<file path="src/rtl/multi_cycle_control_if.sv">
`default_nettype none
// ============================================================================
// Module   : multi_cycle_control_if
// Brief    : Instruction-memory handshake and datapath strobe bundle for the
//            multi-cycle sequencer.
// Revision : 1.0 - initial release
// ============================================================================
interface multi_cycle_control_if #(
  parameter int CNT_W = 16
);
  logic             imem_ready;
  logic [1:0]       opcode;
  logic             halt;
  logic             imem_req;
  logic             IRWrite;
  logic             PCWrite;
  logic             PCSrc;
  logic             RegWrite;
  logic             ALU_Ctrl;
  logic             illegal;
  logic             halted;
  logic [CNT_W-1:0] retired;

  // The sequencer drives the strobes and consumes memory/IR/halt inputs.
  modport master (
    input  imem_ready, opcode, halt,
    output imem_req, IRWrite, PCWrite, PCSrc, RegWrite, ALU_Ctrl,
           illegal, halted, retired
  );

  modport slave (
    output imem_ready, opcode, halt,
    input  imem_req, IRWrite, PCWrite, PCSrc, RegWrite, ALU_Ctrl,
           illegal, halted, retired
  );
endinterface
`default_nettype wire

</file>
<file path="src/rtl/multi_cycle_control.sv">
`default_nettype none
// ============================================================================
// Module   : multi_cycle_control
// Brief    : FETCH/DECODE/EXEC/WB sequencer for the 2-bit-opcode processor.
// Revision : 1.0 - initial release
// ============================================================================
module multi_cycle_control #(
  parameter int CNT_W = 16
) (
  input  logic                   clk,
  input  logic                   rst_n,
  multi_cycle_control_if.master  bus
);

  localparam logic [1:0] c_op_mov  = 2'b00;
  localparam logic [1:0] c_op_addi = 2'b01;
  localparam logic [1:0] c_op_ill  = 2'b10;
  localparam logic [1:0] c_op_jump = 2'b11;

  typedef enum logic [2:0] {
    S_IDLE   = 3'd0,
    S_FETCH  = 3'd1,
    S_DECODE = 3'd2,
    S_EXEC   = 3'd3,
    S_WB     = 3'd4,
    S_HALT   = 3'd5
  } state_t;

  state_t           state_q;
  logic [CNT_W-1:0] retired_q;
  logic             illegal_q;
  logic             halt_pend_q;

  logic             w_retire;
  logic             w_halt_now;

  // Jumps retire in EXEC; mov/addi retire in WB.
  assign w_retire   = (state_q == S_WB) ||
                      ((state_q == S_EXEC) && (bus.opcode == c_op_jump));
  assign w_halt_now = halt_pend_q | bus.halt;

  always_ff @(posedge clk) begin
    if (!rst_n) begin
      state_q     <= S_IDLE;
      retired_q   <= '0;
      illegal_q   <= 1'b0;
      halt_pend_q <= 1'b0;
    end else begin
      if (bus.halt && (state_q != S_HALT)) begin
        halt_pend_q <= 1'b1;
      end
      if (w_retire) begin
        retired_q <= retired_q + {{(CNT_W-1){1'b0}}, 1'b1};
      end
      case (state_q)
        S_IDLE: state_q <= S_FETCH;
        S_FETCH: begin
          if (bus.imem_ready) begin
            state_q <= S_DECODE;
          end
        end
        S_DECODE: begin
          if (bus.opcode == c_op_ill) begin
            illegal_q <= 1'b1;
            state_q   <= S_HALT;
          end else begin
            state_q   <= S_EXEC;
          end
        end
        S_EXEC: begin
          if (bus.opcode == c_op_jump) begin
            state_q <= w_halt_now ? S_HALT : S_FETCH;
          end else begin
            state_q <= S_WB;
          end
        end
        S_WB:    state_q <= w_halt_now ? S_HALT : S_FETCH;
        S_HALT:  state_q <= S_HALT;
        default: state_q <= S_IDLE;
      endcase
    end
  end

  // Strobes are a pure decode of state, except the FETCH write strobes which
  // must coincide with the memory data being valid.
  always_comb begin
    bus.imem_req = 1'b0;
    bus.IRWrite  = 1'b0;
    bus.PCWrite  = 1'b0;
    bus.PCSrc    = 1'b0;
    bus.RegWrite = 1'b0;
    bus.ALU_Ctrl = 1'b0;
    case (state_q)
      S_FETCH: begin
        bus.imem_req = 1'b1;
        bus.IRWrite  = bus.imem_ready;
        bus.PCWrite  = bus.imem_ready;
      end
      S_EXEC: begin
        bus.ALU_Ctrl = (bus.opcode == c_op_mov);
        if (bus.opcode == c_op_jump) begin
          bus.PCWrite = 1'b1;
          bus.PCSrc   = 1'b1;
        end
      end
      S_WB: begin
        bus.RegWrite = 1'b1;
        bus.ALU_Ctrl = (bus.opcode == c_op_mov);
      end
      default: ;
    endcase
  end

  assign bus.illegal = illegal_q;
  assign bus.halted  = (state_q == S_HALT);
  assign bus.retired = retired_q;

  // addi has no dedicated decode beyond defaulting ALU_Ctrl to add.
  logic w_unused_addi;
  assign w_unused_addi = (bus.opcode == c_op_addi);

endmodule
`default_nettype wire

</file>
<file path="src/flat_wrapper.sv">
// flat-port wrapper written by rule: the top's interface ports become plain ports
module multi_cycle_control_flat 
#(
  parameter int CNT_W = 16
)
  (clk, rst_n, bus_imem_ready, bus_opcode, bus_halt, bus_imem_req, bus_IRWrite, bus_PCWrite, bus_PCSrc, bus_RegWrite, bus_ALU_Ctrl, bus_illegal, bus_halted, bus_retired);
  multi_cycle_control_if #(.CNT_W(CNT_W)) bus_i ();
  input  logic clk;
  input  logic rst_n;
  input wire logic [$bits(bus_i.imem_ready)-1:0] bus_imem_ready;
  input wire logic [$bits(bus_i.opcode)-1:0] bus_opcode;
  input wire logic [$bits(bus_i.halt)-1:0] bus_halt;
  output wire logic [$bits(bus_i.imem_req)-1:0] bus_imem_req;
  output wire logic [$bits(bus_i.IRWrite)-1:0] bus_IRWrite;
  output wire logic [$bits(bus_i.PCWrite)-1:0] bus_PCWrite;
  output wire logic [$bits(bus_i.PCSrc)-1:0] bus_PCSrc;
  output wire logic [$bits(bus_i.RegWrite)-1:0] bus_RegWrite;
  output wire logic [$bits(bus_i.ALU_Ctrl)-1:0] bus_ALU_Ctrl;
  output wire logic [$bits(bus_i.illegal)-1:0] bus_illegal;
  output wire logic [$bits(bus_i.halted)-1:0] bus_halted;
  output wire logic [$bits(bus_i.retired)-1:0] bus_retired;
  assign bus_i.imem_ready = bus_imem_ready;
  assign bus_i.opcode = bus_opcode;
  assign bus_i.halt = bus_halt;
  assign bus_imem_req = bus_i.imem_req;
  assign bus_IRWrite = bus_i.IRWrite;
  assign bus_PCWrite = bus_i.PCWrite;
  assign bus_PCSrc = bus_i.PCSrc;
  assign bus_RegWrite = bus_i.RegWrite;
  assign bus_ALU_Ctrl = bus_i.ALU_Ctrl;
  assign bus_illegal = bus_i.illegal;
  assign bus_halted = bus_i.halted;
  assign bus_retired = bus_i.retired;
  multi_cycle_control #(.CNT_W(CNT_W)) u_core (.clk(clk), .rst_n(rst_n), .bus(bus_i));
endmodule
</file>
<file path="config.mk">
export PLATFORM = sky130hd
export DESIGN_NAME = multi_cycle_control_flat
export DESIGN_NICKNAME = d
export VERILOG_FILES = /design/src/rtl/multi_cycle_control_if.sv /design/src/rtl/multi_cycle_control.sv /design/src/flat_wrapper.sv
export SDC_FILE = /design/constraint.sdc
export NUM_CORES = 1
export LEC_CHECK = 0
export ABC_AREA = 1
export CAP_MARGIN = 10
export CORE_MARGIN = 2
export CORE_UTILIZATION = 40
export CTS_BUF_LIST = sky130_fd_sc_hd__clkbuf_8
export CTS_CLUSTER_DIAMETER = 100
export DETAILED_ROUTE_END_ITERATION = 16
export GPL_TIMING_DRIVEN = 0
export PLACE_DENSITY = 0.72
export SKIP_LAST_GASP = 1
export SYNTH_ARGS = -nofsm -noshare
export SYNTH_HDL_FRONTEND = slang
export SYNTH_SLANG_ARGS = --single-unit
</file>
<file path="constraint.sdc">
create_clock -name clk -period 2.3 [get_ports clk]
set_clock_uncertainty 0.15 [all_clocks]
set_input_delay 0.575 -clock clk [delete_from_list [all_inputs] [get_ports clk]]
set_output_delay 0.575 -clock clk [all_outputs]
set_load 0.1 [all_outputs]
</file>
; ---- After elaboration in Yosys (flattened, before gate mapping)
; Cells that the tools add are included.
[op_classes]
n_eq_ne = 9
bitwise_logic = 1
reduce_logical = 7
mux = 12
addsub = 1
[op_table]
columns = operator, count
row1 = case mux 3 bit (6 select lines), 1
row2 = "adder 16 x 1 -> 16 bit, second input constant", 1
row3 = two-way mux 3 bit, 4
row4 = "== test 3 x 2 -> 1 bit, second input constant", 2
row5 = "== test 3 bit, second input constant", 2
row6 = two-way mux 1 bit, 6
row7 = "== test 2 bit, second input constant", 2
row8 = "== test 3 x 1 -> 1 bit, second input constant", 1
row9 = zero test 3 bit, 1
row10 = "inequality test 3 bit, second input constant", 1
row11 = logical AND 1 bit, 2
row12 = zero test 2 bit, 1
row13 = "inequality test 2 bit, second input constant", 1
row14 = case mux 1 bit (2 select lines), 1
row15 = AND reduction 2 bit, 1
row16 = OR reduction 2 bit, 1
row17 = logical OR 1 bit, 1
row18 = OR 1 bit, 1
[word_totals]
register_bits = 21
inputBits = 6

; ---- Logic depth before layout (Yosys ltp)
; Gate-level depths: netlist of the first run.
[depth]
depth_word = 4
ltp_mapped = 9
ltp_nobuf = 8

; ---- Worst setup path after synthesis of the first run
; No wires, ideal clock.
[synth_timing]
path_kind = register to output
from = reg u_core.state_q[2]
to = out bus_PCWrite
n_path_buf = 0
arrival_time_ns = 3.644
slack_ns = -2.069
path_stages_with_launch = 6
required_ns = 1.575
cell_sequence = dfxtp_1 -> inv_1 -> nand2_1 -> nor2_2 -> inv_1 -> o21ai_0
[synth_via]
elab_chain_len = 2
[synth_rtl]
columns = item, line_no
row1 = start: declaration, multi_cycle_control.sv:29  ; state_t state_q;
row2 = start signal: assignment, multi_cycle_control.sv:72  ; state_q <= w_halt_now ? S_HALT : S_FETCH;
row3 = start signal: assignment, multi_cycle_control.sv:77  ; S_WB: state_q <= w_halt_now ? S_HALT : S_FETCH;
row4 = == test 3 x 2 -> 1 bit / == test 3 x 1 -> 1 bit (equally long branches), multi_cycle_control.sv:93  ; case (state_q)
row5 = case mux 1 bit (2 select lines) (*), multi_cycle_control.sv:93
row6 = end: declaration, flat_wrapper.sv:15  ; output wire logic [$bits(bus_i.PCWrite)-1:0] bus_PCWrite;
; Every way passes the cells marked *; elsewhere a longest branch is shown, timed or not.

; ---- Worst setup path after layout of the first run
[layout_timing]
from = reg u_core.retired_q[13] (netlist: u_core.bus.retired[13])
to = out bus_retired[13]
[layout_rtl]
columns = item, line_no
row1 = start: declaration, multi_cycle_control.sv:30  ; logic [CNT_W-1:0] retired_q;
row2 = start signal: assignment, multi_cycle_control.sv:53  ; retired_q <= retired_q + {{(CNT_W-1){1'b0}}, 1'b1};
row3 = end: declaration, flat_wrapper.sv:21  ; output wire logic [$bits(bus_i.retired)-1:0] bus_retired;
; No word-level cell between the ends.

==> results of run 1 <==
[cell families after synthesis]
logic type               Yosys count  share of synthesized area
AND/OR/NAND/NOR                  102                      0.419
adder cells (fa/ha/maj)            1                     0.0102
flip-flops                        21                      0.343
AO/OA/AOI/OAI                     21                     0.0909
buffers and inverters             38                      0.137
[worst min-delay path by stage]
| stage | to | from | slack, ns | cells past startpoint |
|---|---|---|---|---|
| floorplan | u_core.halt_pend_q$_SDFFE_PN0P_ | u_core.halt_pend_q$_SDFFE_PN0P_ | 0.35 | 2 |
| global placement | u_core.bus.illegal$_SDFFE_PN0P_ | u_core.bus.illegal$_SDFFE_PN0P_ | 0.29 | 2 |
| detailed placement | u_core.bus.illegal$_SDFFE_PN0P_ | u_core.bus.illegal$_SDFFE_PN0P_ | 0.29 | 2 |
| CTS | u_core.bus.illegal$_SDFFE_PN0P_ | u_core.bus.illegal$_SDFFE_PN0P_ | 0.30 | 2 |
| global route | u_core.bus.illegal$_SDFFE_PN0P_ | u_core.bus.illegal$_SDFFE_PN0P_ | 0.34 | 2 |
| finish | u_core.bus.illegal$_SDFFE_PN0P_ | u_core.bus.illegal$_SDFFE_PN0P_ | 0.30 | 2 |
[report_power, final]
part	total, mW	internal (mW)	switching, mW
Sequential	0.392	0.376	0.0155
Combinational	0.246	0.0702	0.176
Clock	0.231	0.119	0.113
[routing by layer]
layer  vias up  part of all wire  global-route usage
met5         -                 0                   0
met4         0             0.011              0.0682
met3         2             0.031              0.0328
met2        20              0.43               0.224
met1       533              0.53               0.235
li1        649                 -                   -
[sequential cells by signal (all words and copies together) (netlist names)]
register	count
u_core.bus.retired	16
u_core.state_q	3
u_core.halt_pend_q	1
u_core.bus.illegal	1
[cells in the mapped netlist, types with 2 or more instances]
cell / n
a21oi_1: 12
inv_1: 33
o21ai_1: 3
nand2_1: 41
a31oi_1: 2
nand2_4: 2
nor3_1: 5
buf_4: 2
dfxtp_1: 21
nor2_1: 25
o21ai_0: 2
nand3_1: 10
nand3_2: 8
nor2_4: 3
nand4_1: 5
[timing repair]
action | CTS | global route
gates resized for setup | 55 | 10
pin swaps | 0 | 0
endpoints found under the setup margin | 24 | 9
hold buffers | 0 | 0
[area by class of cell]
type,instances,area [um2],area share
plain buffers,4,40.0,0.0242
clock buffers,3,41.3,0.0250
clock inverters,1,3.75,0.00227
inverters,34,131,0.0795
multi-input cells,124,692,0.419
flip-flops and latches,21,427,0.258
well taps,33,41.3,0.0250
repair buffers,29,275,0.167
[through the flow]
| step | instances | TNS [ns] | worst slack [ns] | util | hold WS (ns) |
|---|---|---|---|---|---|
| after CTS | 249 | 0 | 0.0183 | 0.553 | 0.301 |
| after floorplan | 183 | -0.459 | -0.178 | - | 0.348 |
| final | 249 | 0 | 0.0406 | 0.555 | 0.298 |
| after detailed placement | 245 | -4.37 | -1.07 | 0.545 | 0.293 |
| after global placement | 245 | -4.32 | -1.07 | 0.545 | 0.290 |
| after global routing | 249 | 0 | 0.00174 | 0.555 | 0.339 |
==> metrics.md, run 1 <==
| Metric | Value |
|---|---|
| Unrepaired setup endpoints after global routing | no |
| R2R setup slack | around 0.70 ns |
| Root buffer cell | clkbuf_8 |
| Crit-path cells | dlygate4sd2_1 |
| CP Class | flip-flop to primary output |
| Maximum vdd drop | around 0.28 mV |
| Cell Area, Synth | between 0.001 and 0.0015 mm2 |
| Worst reg2reg path startpoint | u_core.bus.retired[0]$_SDFFE_PN0P_ |
| Worst path slowest cell | dlygate4sd2_1 |
| RR Endpoint | u_core.bus.retired[10]$_SDFFE_PN0P_ |
| CTS max path bufs | 2 |
| Post-Syn Instances | 183 |
| DR vias | approximately 1.2k |
| Area leader, netlist | dfxtp_1 |
| H-tree Lvls | 1 |
| Routed len/inst | between 10 and 15 um |
| Largest net degree at the start of global routing | 12 |
| Max-slew violation total from the final report | 0 |
| Tmin final | roughly 2.3 ns |
| Post-synthesis net count | 190 |
| GRT overflow | 0 |
| FMAX | ~440 MHz |
| Post-DP HPWL | approximately 1900 um |
| DR iter-0 viols | 38 |
| Worst endpoint required time | approximately 1.6 ns |
| Main synth FF type | dfxtp_1 |
| Seq cells post-synth | 21 |
| CP max stage delay | roughly 0.9 ns |
| Element type at the critical path start | flip-flop |
| Min-delay worst type | flip-flop to flip-flop |
| Diode count | 0 |
| CP delay by family, top | buffers and inverters |
| First-pass GRT wire length | around 4300 um |
| Clk_lat worst skew | approximately 0.26 ns |
| Max Cap Viol | 0 |
| Die Y | approximately 60 um |
| Post-synth top area share | 0.343 |
| Number of global-route vias before repair | approximately 1000 |
| CTS tree | done |
| Fin. Hold Viols | 0 |
| Final period util | 0.982 |
| DRC viols | 0 |
| Post-DRT Antenna Nets | 0 |
| CORE AREA | between 0.002 and 0.003 mm2 |
| Worst slew pin tran | between 0.9 and 1 ns |
| Run status | completed |
| Routed wire length | around 2500 um |
| Global Route Usage Sum | 0.160 |
| Worst setup path end | bus_retired[13] |
| Rel. slew slack | 0.365 |
| Crit. path cell count | 1 |
| NumNets Final | about 220 |
| Starting density of the core | 0.411 |
| Crit path buffers/inverters | 1 |
| Tot Pwr | ~0.87 mW |
| Antenna violations before repair | 0 |
| Asr flop ratio synth | 0 |
| Die area | roughly 0.0035 mm2 |
| Drt pass-1 iters | 4 |
| Synthesis-to-layout area growth | 34.8% |
| Number of port buffers | 29 |
| Seq/Total Area, Yosys | 0.343 |
| Pleak | roughly 0.79 nW |
| Yosys cell types | 24 |
| Synth Warn # | 0 |
| Synthesized area per cell | between 6 and 7 um2 |
| Crit path DAT | about 1.5 ns |
| CP max FO | 5 |
| CTS Buf Count | 3 |
| Final setup viols | 0 |
| Share of cells above drive strength 1 | 0.218 |
| PwrDens | ~530 mW/mm2 |
| R2R cell count | 6 |
| Post-synth EDFFs | 0 |
| Fillers | slightly above 300 |
| GP Congestion | between 0.7 and 0.8 |
| Row count | 20 |
| Crit path capture type | primary output |
| Crit path from | u_core.bus.retired[13]$_SDFFE_PN0P_ |
| Die width | approximately 60 um |
| Ranking of synthesized cells by area | dfxtp_1 (34%), nand2_1 (13%), inv_1 (10%), nor2_1 (7.7%), nand3_2 (6.5%) |
| Setup Fix Bufs, Post-CTS | 0 |
| Most frequent cells in the layout | nand2_1 (40), inv_1 (29), nor2_1 (22) |
| DP Area | roughly 0.0016 mm2 |
| Num ports | 30 |
| Vias/cell | ~4.8 |
| Fin area | approximately 0.0017 mm2 |
| Worst-path clk slew | roughly 0.070 ns |
| Leading cell type in the layout, fill and taps excluded | nand2_1 |
| Clock Sinks | 21 |
(Power assumes the default switching activity.)
==> run 2, diff against run 1 <==
--- a/config.mk
+++ b/config.mk
@@ -12,6 +12,7 @@
 export CTS_BUF_LIST = sky130_fd_sc_hd__clkbuf_8
 export CTS_CLUSTER_DIAMETER = 100
 export DETAILED_ROUTE_END_ITERATION = 16
+export GPL_ROUTABILITY_DRIVEN = 0
 export GPL_TIMING_DRIVEN = 0
 export PLACE_DENSITY = 0.72
 export SKIP_LAST_GASP = 1
==> results of run 2 <==
The final DEF is identical to that of run 1; final timing and power are the same.
==> run 3, diff against run 2 <==
--- a/config.mk
+++ b/config.mk
@@ -7,15 +7,18 @@
 export LEC_CHECK = 0
 export ABC_AREA = 1
 export CAP_MARGIN = 10
+export CELL_PAD_IN_SITES_DETAIL_PLACEMENT = 1
+export CELL_PAD_IN_SITES_GLOBAL_PLACEMENT = 2
 export CORE_MARGIN = 2
-export CORE_UTILIZATION = 40
+export CORE_UTILIZATION = 29
 export CTS_BUF_LIST = sky130_fd_sc_hd__clkbuf_8
 export CTS_CLUSTER_DIAMETER = 100
 export DETAILED_ROUTE_END_ITERATION = 16
 export GPL_ROUTABILITY_DRIVEN = 0
 export GPL_TIMING_DRIVEN = 0
-export PLACE_DENSITY = 0.72
+export PLACE_DENSITY = 0.92
 export SKIP_LAST_GASP = 1
+export SLEW_MARGIN = 20
 export SYNTH_ARGS = -nofsm -noshare
 export SYNTH_HDL_FRONTEND = slang
 export SYNTH_SLANG_ARGS = --single-unit
==> run 3 against run 2 <==
Effect of this change: final cell count rose by 6.8%; power increased by 3.0%; combinational power hardly changed; register-to-register slack got worse by 0.06 ns; design area hardly changed; sequential cell count stayed put; wire length up 25%; first-iteration DRC count fell by 13%; largest power group unchanged; highest routed layer unchanged.
==> metrics.md, run 3 (synthesis gave the netlist of run 1 again) <==
| Metric | Value |
|---|---|
| Run status | completed |
| Vias/cell | 4.66 (-3.7%) |
| Most frequent cells in the layout | nand2_1 (40), inv_1 (28), nor2_1 (22) |
| Fillers | 544 (+80%) |
| Fin area | 0.00165 mm2 (about the same) |
| Clk_lat worst skew | 0.27 ns (about the same) |
| Root buffer cell | clkbuf_8 |
| CTS tree | done |
| Post-DRT Antenna Nets | 0 (unchanged) |
| Final cell count without fillers | 266 (+6.8%) |
| Tot Pwr | 0.895 mW (+3.0%) |
| Sw Ratio | 0.367 (+0.0169) |
| Global Route Usage Sum | 0.151 (-0.00899) |
| Routed len/inst | 11.7 um (+17%) |
| Sequential share of power | 0.438 (-0.013) |
| NumNets Final | 224 (unchanged) |
| Combinational power share | 0.278 (-0.005) |
| R2R cell count | 6 (unchanged) |
| Pleak | 0.772 nW (-1.9%) |
| Routed wire length | 3120 um (+25%) |
| Die Y | 69.0 um (+16%) |
| Rel. slew slack | 0.361 (-0.00391) |
| CP Class | primary input to primary output |
| Drt pass-1 iters | 4 (unchanged) |
| GRT overflow | 0 (unchanged) |
| TNS Setup | 0 ns (unchanged) |
| NetSw | 0.328 mW (+8.0%) |
| Unrepaired setup endpoints after global routing | yes |
| Row count | 23 (+15%) |
| CP max FO | 2 (-3) |
| CORE AREA | 0.00403 mm2 (+35%) |
| Worst-path clk slew | 0.09 ns (+0.02 ns) |
| DRC viols | 0 (unchanged) |
| Number of global-route vias before repair | 1249 (+25%) |
| Fin. Hold Viols | 0 (unchanged) |
| Worst slew pin tran | 0.963 ns (+0.00589 ns) |
| Cts hold-fix bufs | 0 (unchanged) |
| Share of cells above drive strength 1 | 0.245 (+0.0278) |
| Element type at the critical path start | primary input |
| Maximum vdd drop | 0.238 mV (-15%) |
| DR vias | 1239 (+2.9%) |
| Post-DP HPWL | 2370 um (+24%) |
| Max FFs per register | 16 (unchanged) |
| Die width | 69.0 um (+16%) |
| Num ports | 30 (unchanged) |
| Min-delay worst type | flip-flop to flip-flop |
| CTS max path bufs | 2 (unchanged) |
| RR Endpoint | u_core.bus.retired[12]$_SDFFE_PN0P_ |
| DR iter-0 viols | 33 (-13%) |
| Worst setup path end | bus_IRWrite |
| H-tree Lvls | 1 (unchanged) |
| Largest net degree at the start of global routing | 13 (+1) |
| Internal power | 0.567 mW (+0.32%) |
| Crit path DAT | 1.52 ns (about the same) |
| Tmin final | 2.25 ns (-0.0128 ns) |
| CTS Buf Count | 3 (unchanged) |
| DP Area | 0.00164 mm2 (+1.3%) |
| Clock power frac | 0.284 (+0.018) |
| Antenna violations before repair | 0 (unchanged) |
| First-pass GRT wire length | 5470 um (+27%) |
| Number of port buffers | 29 (unchanged) |
| PwrDens | 542 mW/mm2 (+2.9%) |
| Worst reg2reg path startpoint | u_core.bus.retired[0]$_SDFFE_PN0P_ |
| Diode count | 0 (unchanged) |
| Dpl cells | 262 (+6.9%) |
| Die area | 0.00476 mm2 (+35%) |
| Final setup viols | 0 (unchanged) |
| Synthesis-to-layout area growth | 34.9% (about the same) |
| Max Cap Viol | 0 (unchanged) |
| R2R setup slack | 0.64 ns (-0.06 ns) |
| Clock Sinks | 21 (unchanged) |
| Crit path from | bus_imem_ready |
| Leading cell type in the layout, fill and taps excluded | nand2_1 |
| Starting density of the core | 0.304 (-0.107) |
| FMAX | 445 MHz (+0.57%) |
| Max-slew violation total from the final report | 0 (unchanged) |
| Crit path capture type | primary output |
| Final period util | 0.977 (-0.00557) |
| Worst endpoint required time | 1.57 ns (about the same) |
run 3: changes by cell type in the layout (fill, tap and decap cells not counted), sizes merged:
cell	previous run	this run
clkdlybuf4s18	0	1
dlygate4sd2	12	8
clkinv	0	1
clkdlybuf4s15	8	6
buf	7	8
inv	34	33
clkbuf	6	10
run 3: how the worst min path moves through the flow:
stage	start	to	cells after the start
after CTS	u_core.bus.illegal$_SDFFE_PN0P_	u_core.bus.illegal$_SDFFE_PN0P_	2
after detailed placement	u_core.bus.illegal$_SDFFE_PN0P_	u_core.bus.illegal$_SDFFE_PN0P_	2
after floorplan	u_core.halt_pend_q$_SDFFE_PN0P_	u_core.halt_pend_q$_SDFFE_PN0P_	2
after global placement	u_core.bus.illegal$_SDFFE_PN0P_	u_core.bus.illegal$_SDFFE_PN0P_	2
final	u_core.bus.illegal$_SDFFE_PN0P_	u_core.bus.illegal$_SDFFE_PN0P_	2
after global routing	u_core.bus.illegal$_SDFFE_PN0P_	u_core.bus.illegal$_SDFFE_PN0P_	2
run 3: power by group through the flow:
stage	registers, mW	clock network (mW)	logic [mW]
floorplan	0.425	0	0.170
global placement	0.401	0	0.249
detailed placement	0.401	0	0.251
CTS	0.393	0.264	0.251
global route	0.396	0.276	0.267
finish	0.392	0.254	0.249
run 3: stage by stage:
stage / hold slack [ns] / setup slack (ns) / util
after floorplan: 0.348 / -0.178 / -
after global placement: 0.295 / -1.08 / 0.408
after detailed placement: 0.301 / -1.09 / 0.408
after CTS: 0.313 / 0.00230 / 0.415
after global routing: 0.346 / -0.0220 / 0.410
final: 0.306 / 0.0534 / 0.410
run 3: timing repair:
item                                   in CTS  in global routing
setup buffers                               0                  0
endpoints found under the hold margin       0                  0
gates resized for setup                    56                 19
setup endpoints to repair                  24                 13
run 3: area by class of cell:
type,instances,area [um2],area share
multi-input cells,124,692,0.419
flip-flops and latches,21,427,0.258
repair buffers,29,254,0.154
inverters,34,131,0.0795
well taps,50,62.6,0.0379
clock buffers,3,41.3,0.0250
plain buffers,4,40.0,0.0242
clock inverters,1,5.00,0.00303
run 3: layer usage:
layer  up-vias  wire [um]  global-route usage
met5         -          0                   0
met4         0         48              0.0441
met3         5        100              0.0211
met2        24       1480               0.263
met1       564       1490               0.192
li1        646          -                   -
run 3: critical path, cell delays in order:
cell             delay (ns)
clkdlybuf4s50_1        0.48
inv_1                  0.10
nor2_4                 0.08
buf_4                  0.28
